`src/rtl/led_breathe_pwm.sv`:
```
// LED "breathing" driver: a PWM output whose duty ramps up, holds at full
// brightness, then ramps down. The ramp repeats while EN is held and fades out
// when EN drops. The applied duty only changes at a PWM period boundary, so
// no period is ever cut short.
module led_breathe_pwm #(
    parameter int PWM_BITS   = 8,
    parameter int STEP_DIV   = 195312,
    parameter int HOLD_STEPS = 32
) (
    input  logic                FPGA_CLK,
    input  logic                RST,
    input  logic                EN,
    output logic                F_LED,
    output logic [PWM_BITS-1:0] DUTY,
    output logic [1:0]          PHASE
);

    localparam logic [PWM_BITS-1:0] MAX = '1;
    localparam int SW = (STEP_DIV > 1) ? $clog2(STEP_DIV) : 1;
    localparam int HW = (HOLD_STEPS > 1) ? $clog2(HOLD_STEPS) : 1;
    localparam logic [SW-1:0] STEP_LAST = SW'(STEP_DIV - 1);
    localparam logic [HW-1:0] HOLD_LAST = HW'(HOLD_STEPS - 1);

    typedef enum logic [1:0] {
        S_OFF  = 2'b00,
        S_UP   = 2'b01,
        S_HOLD = 2'b10,
        S_DOWN = 2'b11
    } state_t;

    state_t              r_state;
    logic [PWM_BITS-1:0] r_target;
    logic [PWM_BITS-1:0] r_duty;
    logic [PWM_BITS-1:0] r_pwm_cnt;
    logic [SW-1:0]       r_step_cnt;
    logic [HW-1:0]       r_hold_cnt;
    logic                r_led;

    state_t              w_state_nxt;
    logic [PWM_BITS-1:0] w_target_nxt;
    logic [HW-1:0]       w_hold_nxt;
    logic                w_step_tick;

    // The prescaler only runs outside OFF, so a tick in OFF can never occur.
    assign w_step_tick = (r_state != S_OFF) && (r_step_cnt == STEP_LAST);

    // State, ramp target and hold counter registers.
    always_ff @(posedge FPGA_CLK) begin
        if (RST) begin
            r_state    <= S_OFF;
            r_target   <= '0;
            r_hold_cnt <= '0;
        end else begin
            r_state    <= w_state_nxt;
            r_target   <= w_target_nxt;
            r_hold_cnt <= w_hold_nxt;
        end
    end

    // Next-state and ramp rules. An EN drop in UP/HOLD wins over a
    // coincident step tick. DOWN always finishes its ramp regardless of EN.
    always_comb begin
        w_state_nxt  = r_state;
        w_target_nxt = r_target;
        w_hold_nxt   = r_hold_cnt;
        case (r_state)
            S_OFF: begin
                w_target_nxt = '0;
                w_hold_nxt   = '0;
                if (EN) begin
                    w_state_nxt = S_UP;
                end
            end
            S_UP: begin
                if (!EN) begin
                    w_state_nxt = S_DOWN;
                end else if (w_step_tick) begin
                    if (r_target == MAX) begin
                        w_state_nxt = S_HOLD;
                        w_hold_nxt  = '0;
                    end else begin
                        w_target_nxt = r_target + 1'b1;
                    end
                end
            end
            S_HOLD: begin
                if (!EN) begin
                    w_state_nxt = S_DOWN;
                end else if (w_step_tick) begin
                    if (r_hold_cnt == HOLD_LAST) begin
                        w_state_nxt = S_DOWN;
                    end else begin
                        w_hold_nxt = r_hold_cnt + 1'b1;
                    end
                end
            end
            S_DOWN: begin
                if (w_step_tick) begin
                    if (r_target == '0) begin
                        w_state_nxt = EN ? S_UP : S_OFF;
                    end else begin
                        w_target_nxt = r_target - 1'b1;
                    end
                end
            end
            default: begin
                w_state_nxt = S_OFF;
            end
        endcase
    end

    // Step prescaler: parked at zero in OFF, otherwise wraps every STEP_DIV clocks.
    always_ff @(posedge FPGA_CLK) begin
        if (RST || r_state == S_OFF || w_step_tick) begin
            r_step_cnt <= '0;
        end else begin
            r_step_cnt <= r_step_cnt + 1'b1;
        end
    end

    // Free-running PWM counter, period-aligned duty load and registered LED drive.
    always_ff @(posedge FPGA_CLK) begin
        if (RST) begin
            r_pwm_cnt <= '0;
            r_duty    <= '0;
            r_led     <= 1'b0;
        end else begin
            r_pwm_cnt <= r_pwm_cnt + 1'b1;
            r_led     <= (r_pwm_cnt < r_duty);
            if (r_pwm_cnt == MAX) begin
                r_duty <= r_target;
            end
        end
    end

    assign F_LED = r_led;
    assign DUTY  = r_duty;
    assign PHASE = r_state;

endmodule

```
`config.mk`:
```
export PLATFORM = sky130hd
export DESIGN_NAME = led_breathe_pwm
export DESIGN_NICKNAME = d
export VERILOG_FILES = /design/src/rtl/led_breathe_pwm.sv
export SDC_FILE = /design/constraint.sdc
export NUM_CORES = 1
export LEC_CHECK = 0
export CAP_MARGIN = 15
export CORE_ASPECT_RATIO = 1.1
export CORE_MARGIN = 5
export CORE_UTILIZATION = 59
export DETAILED_ROUTE_END_ITERATION = 10
export PLACE_DENSITY_LB_ADDON = 0.1
export SETUP_SLACK_MARGIN = 0.05
export SYNTH_ARGS = -nofsm -noshare
export SYNTH_HDL_FRONTEND = slang
export SYNTH_SLANG_ARGS = --single-unit
export TNS_END_PERCENT = 20
```
`constraint.sdc`:
```
create_clock -name FPGA_CLK -period 2.5 [get_ports FPGA_CLK]
set_input_delay 0.375 -clock FPGA_CLK [delete_from_list [all_inputs] [get_ports FPGA_CLK]]
set_output_delay 0.375 -clock FPGA_CLK [all_outputs]
set_load 0.01 [all_outputs]
```
---- Yosys cells after proc, flatten, opt, wreduce, memory -nomap -nowiden ----
Cells that the tools add are included.
word-level totals
  input port bits ......................... 3
  bits in registers ....................... 50
operators by class
  magnitude comparators ................... 1
  multiplexer cells ....................... 24
  equality and inequality tests ........... 22
  reductions and logical operators ........ 11
  $add $sub $neg .......................... 5
operator list
  cell                     count
  $mux W8                  5
  $mux W5                  6
  $pmux W8 S3              1
  $ne A2 B2 Y1 const B     11
  $add A18 B1 Y18 const B  1
  $eq A18 B18 Y1 const B   1
  $mux W2                  9
  $add A8 B1 Y8 const B    2
  $eq A8 B8 Y1 const B     2
  $pmux W5 S3              1
  $reduce_and A7 Y1        2
  $ne A3 B3 Y1 const B     4
  $logic_not A8 Y1         1
  $lt A8 B8 Y1             1
  $pmux W2 S4              1
  $sub A8 B1 Y8 const B    1
  $reduce_and A6 Y1        1
  $reduce_bool A3 Y1       2
  $add A5 B1 Y5 const B    1
  $eq A5 B5 Y1 const B     1
  $eq A2 B2 Y1 const B     2
  $eq A2 B1 Y1 const B     1
  $logic_not A2 Y1         1
  $logic_or A1 B1 Y1       2
  other kinds (3)          3

---- Logic depth before layout (Yosys ltp) ----
  word-level depth ........................ 5
  gate-level depth with buffers ........... 9

---- Worst setup path after synthesis ----
OpenSTA, ideal clock, no wires.
  kind .................................... register to register
  start ................................... register r_state[1], in the netlist PHASE[1]
  end ..................................... register r_target[7]
  stages on the path, launching flop included .. 9
  buffers on the path ..................... 0
  required time ........................... 2.380 ns
  path slack .............................. 0.152 ns
  arrival time ............................ 2.228 ns
  period minus slack after synthesis ...... 2.348 ns
  cells stage by stage .................... dfxtp_1 ha_1 ha_1 a21oi_1 o211ai_1 o41ai_1 xnor2_1 nor3b_1 a211o_1
between the ends
  longest elaborated chain between the ends .. 4
  elaborated cells on any way between the ends .. 13
  those cells by class .................... eq/ne (7); mux (1); reduce/logical (5)
RTL lines
  what                         line  source
  start: declaration           31    state_t r_state;
  start signal: assignment     54    r_state <= w_state_nxt;
  $reduce_bool A2 Y1           45    assign w_step_tick = (r_state != S_OFF) && (r_step_cnt == STEP_LAST);
  $logic_and A1 B1 Y1          45
  $ne A2 B2 Y1 (no line)       -
  $reduce_and A6 Y1 (no line)  -
  end signal: assignment       55    r_target <= w_target_nxt;
  end: declaration             32    logic [PWM_BITS-1:0] r_target;
Parallel ways exist; a longest one is shown, timed or not.
A chain may end at the register's enable or synchronous reset.

---- Worst setup path in the final report ----
  start ................................... register r_state[1], in the netlist PHASE[1]
  end ..................................... register r_state[0], in the netlist PHASE[0]
between the ends
  longest elaborated chain between the ends .. 4
  elaborated cells on any way between the ends .. 15
  those cells by class .................... eq/ne (10); mux (1); reduce/logical (4)
RTL lines
  what                                                    line
  $reduce_bool A2 Y1                                      45
  $logic_and A1 B1 Y1                                     45
  $ne A3 B3 Y1 (no line) or $ne A2 B2 Y1 (tied branches)  -
  $reduce_and A7 Y1 (no line)                             -
Parallel ways exist; a longest one is shown, timed or not.

==> reports/metrics.yaml <==
status:
  status: "finished clean"
min_path:
  holdCritStartpoint: "r_step_cnt[0]"
  holdPathEnd: "r_step_cnt[0]"
  hold_path.class: "flop to flop"
  hold_path_depth: 1
worst_setup_path:
  critPathBufInv: 1
  slowest_delay_ns: 0.40
  arrival_ns: 2.52
  worstSetupEndpointType: "flop"
  cp_cell_sequence: "inv_1 > ha_1 > nand2b_1 > or3_1 > o211a_1 > o22ai_1 > a21oi_1 > a311oi_1"
  r2r-start: "PHASE[1]"
  required_ns: 2.71
  critical_path_peak_fanout: 6
  r2r_cells: 8
  critPathSlowestCell: "or3_1"
  r2r-end: "PHASE[0]"
  crit_family: "compound AO/OA/AOI/OAI gates"
  cp-start-kind: "flop"
  crit_type: "flop to flop"
  ff2ff_setup_slack_ns: 0.19
timing:
  drv_slew: 0
  finalSetupViolCount: 0
  fin_crit_ns: 2.31
  setup_ws_ns: 0.192
  grt_setup_unrepaired: "true"
  fmax_mhz: 433
  relSlewSlack_pct: 72.6
  fin_setup_tns_ns: 0
  clock_skew_ns: 0.00927
  worst_pin_slew_ns: 0.401
  hold_violations: 0
  finalCritPeriodShare_pct: 92.3
yosys:
  synthAdderAreaFrac_pct: 11.9
  yosysTopAreaCell: "dfxtp_1"
  synth_fp_nets: 336
  seq_area_frac_synth_pct: 37.1
  synth.most_common_cell: "dfxtp_1"
  async_reset_ff_share_pct: 0
  yosysWarningCount: 0
  synth_top_area_share_pct: 37.1
  syn_area_sq_um: 2700
  synth_top_family_by_area: "simple AND/OR/NAND/NOR gates"
  synthSimpleGateAreaFrac_pct: 22.4
  synth_edf_count: 0
  postSynthCellCount: 308
  synth_area_leaders: "dfxtp_1 37%, ha_1 11%, nor2_1 6.4%"
  muxShareOfSynthArea_pct: 3.71
  synth_compound_area_share_pct: 13.9
  yosysUniqueCellTypes: 48
  yosys-top-cells-count: "50 x dfxtp_1, 46 x nor2_1, 24 x ha_1"
  ys_seq_elements: 50
  synth-xor-area-share_pct: 8.11
  synth.avg_cell_area_sq_um: 8.76
  ys.flop_type: "dfxtp_1"
placement:
  dp_hpwl_mm: 3.88
  gp_congestion: 0.878
  pre_cts_ws_ns: 0.151
  io_buffers: 13
  dpl.cell_count: 380
global_route:
  antenna_found_initial: 0
  grt_pass1_vias: 2107
  grt_use_total_pct: 19.3
  overflow: 0
  grt_max_degree: 26
  grt_pass1_wl_mm: 9.16
clock_network:
  root_buffer: "clkbuf_8"
  cts_tree: "yes"
  clk_pin_slew_ns: 0.09
  clkLatencyLatePin_ns: 0.30
  clkSinkCount: 50
  ctsHoldBuffers: 0
  cts.path.max_buffers: 2
  post_cts_buffers: 0
  cts_max_level: 2
  cts_made_buffers: 5
pwr:
  ir_worst_vdd_uv: 358
  leakage_nw: 1.16
  power_density_nw_per_um2: 656
final_layout:
  syn_to_final_growth_pct: 13.7
  nets: 361
  antenna_cells: 0
  drive_gt1_share_pct: 7.49
  stdcell_count: 388
floorplanning:
  core_sq_um: 4380
  io_pins: 14
  die_area_sq_um: 6030
  die-width_um: 74.5
  rows: 25
  die_h_um: 80.9
  start_util_pct: 61.6
routing:
  dr.pass1.iters: 4
  vias: 2203
  avgRoutedWirePerCell_um: 13.6
  dr.first_iter.drc_count: 77
  postRouteAntennaNets: 0
  drcViolationCount: 0
  drt_wl_total_mm: 5.28
  viasPerCell: 5.68
run:
  maxCapViolations: 0
==> per-layer routing <==
| layer | track usage (%) | wire length (um) | part of all wire (%) |
|---|---|---|---|
| met3 | 3.59 | 193 | 3.7 |
| met5 | 0 | 0 | 0 |
| met2 | 33.4 | 2620 | 50 |
| met1 | 23.5 | 2380 | 45 |
| met4 | 7.30 | 89 | 1.7 |
==> through the flow <==
stage	hold slack (ns)	instance area, sq um	util (%)	power [mW]
after floorplan	0.413	2700	-	1.32
after detailed placement	0.438	2950	67.4	1.51
after CTS	0.458	3050	69.6	2.01
final	0.452	3070	70.1	2.01
after global placement	0.431	2950	67.4	1.51
after global routing	0.487	3070	70.1	2.14
==> flip-flops by register name, indices dropped and copies added, names as in the netlist <==
name,flops
PHASE,2
r_hold_cnt,5
r_pwm_cnt,8
DUTY,8
r_target,8
F_LED,1
r_step_cnt,18
==> power breakdown <==
part	switching [mW]	internal (mW)	leakage, nW
sequential	0.0452	0.836	0.405
combinational	0.378	0.273	0.705
clock	0.259	0.223	0.0472
total	0.683	1.33	1.16
==> cell usage in the layout, fill, tap and decap left out, drive strengths merged, types with 3 or more instances in the layout <==
cell type	synthesis	layout
nor2	46	46
nand2	20	20
o21ai	15	15
nand2b	4	4
a31oi	3	3
nand4	7	7
mux2i	10	10
clkdlybuf4s50	0	13
a21oi	14	14
a21o	4	4
inv	16	16
and3	8	8
a2111oi	3	3
xnor2	10	10
clkbuf	4	6
ha	24	24
nand3	13	13
and2	3	3
or3	4	4
xor2	15	15
dfxtp	50	50
buf	1	10
nor3b	3	3
==> cells by family after synthesis <==
kind of cell               after synthesis
adders and majority gates               25
DFF                                     50
muxes                                   10
and+or+nand+nor                        120
buffers and inverters                   21
xor gates and xnor gates                25
AOI/OAI and AO/OA                       57
==> worst reg2reg max path, stage by stage, from the launching register on <==
cell and delay [ns]:
dfxtp_2 0.38, inv_1 0.11, ha_1 0.23, nand2b_1 0.19
or3_1 0.40, o211a_1 0.25, o22ai_1 0.28, a21oi_1 0.12
a311oi_1 0.25
==> how the worst max path moves through the flow <==
| stage | cells after the start | start | slack, ns | to |
|---|---|---|---|---|
| after CTS | 9 | PHASE[1] | 0.1 | r_target[2] |
| final | 8 | PHASE[1] | 0.19 | PHASE[0] |
| after global routing | 9 | PHASE[1] | 0.03 | PHASE[0] |
| after floorplan | 8 | PHASE[1] | 0.15 | r_target[7] |
| after global placement | 8 | PHASE[0] | 0.22 | r_target[7] |
| after detailed placement | 8 | PHASE[0] | 0.15 | r_target[7] |
==> repair_timing <==
action | CTS | global route
setup endpoints to repair | 0 | 9
resized for setup | 0 | 4
hold endpoints to repair | 0 | 0
==> layout make-up <==
class	count	area (sq um)
multi-input cells	237	1640
clock inverters	2	12.5
well taps	54	67.6
inverters	16	60.1
repair buffers	23	205
fillers	366	1310
clock buffers	6	82.6
flip-flops and latches	50	1000
Power figures use the tool's default switching activity.
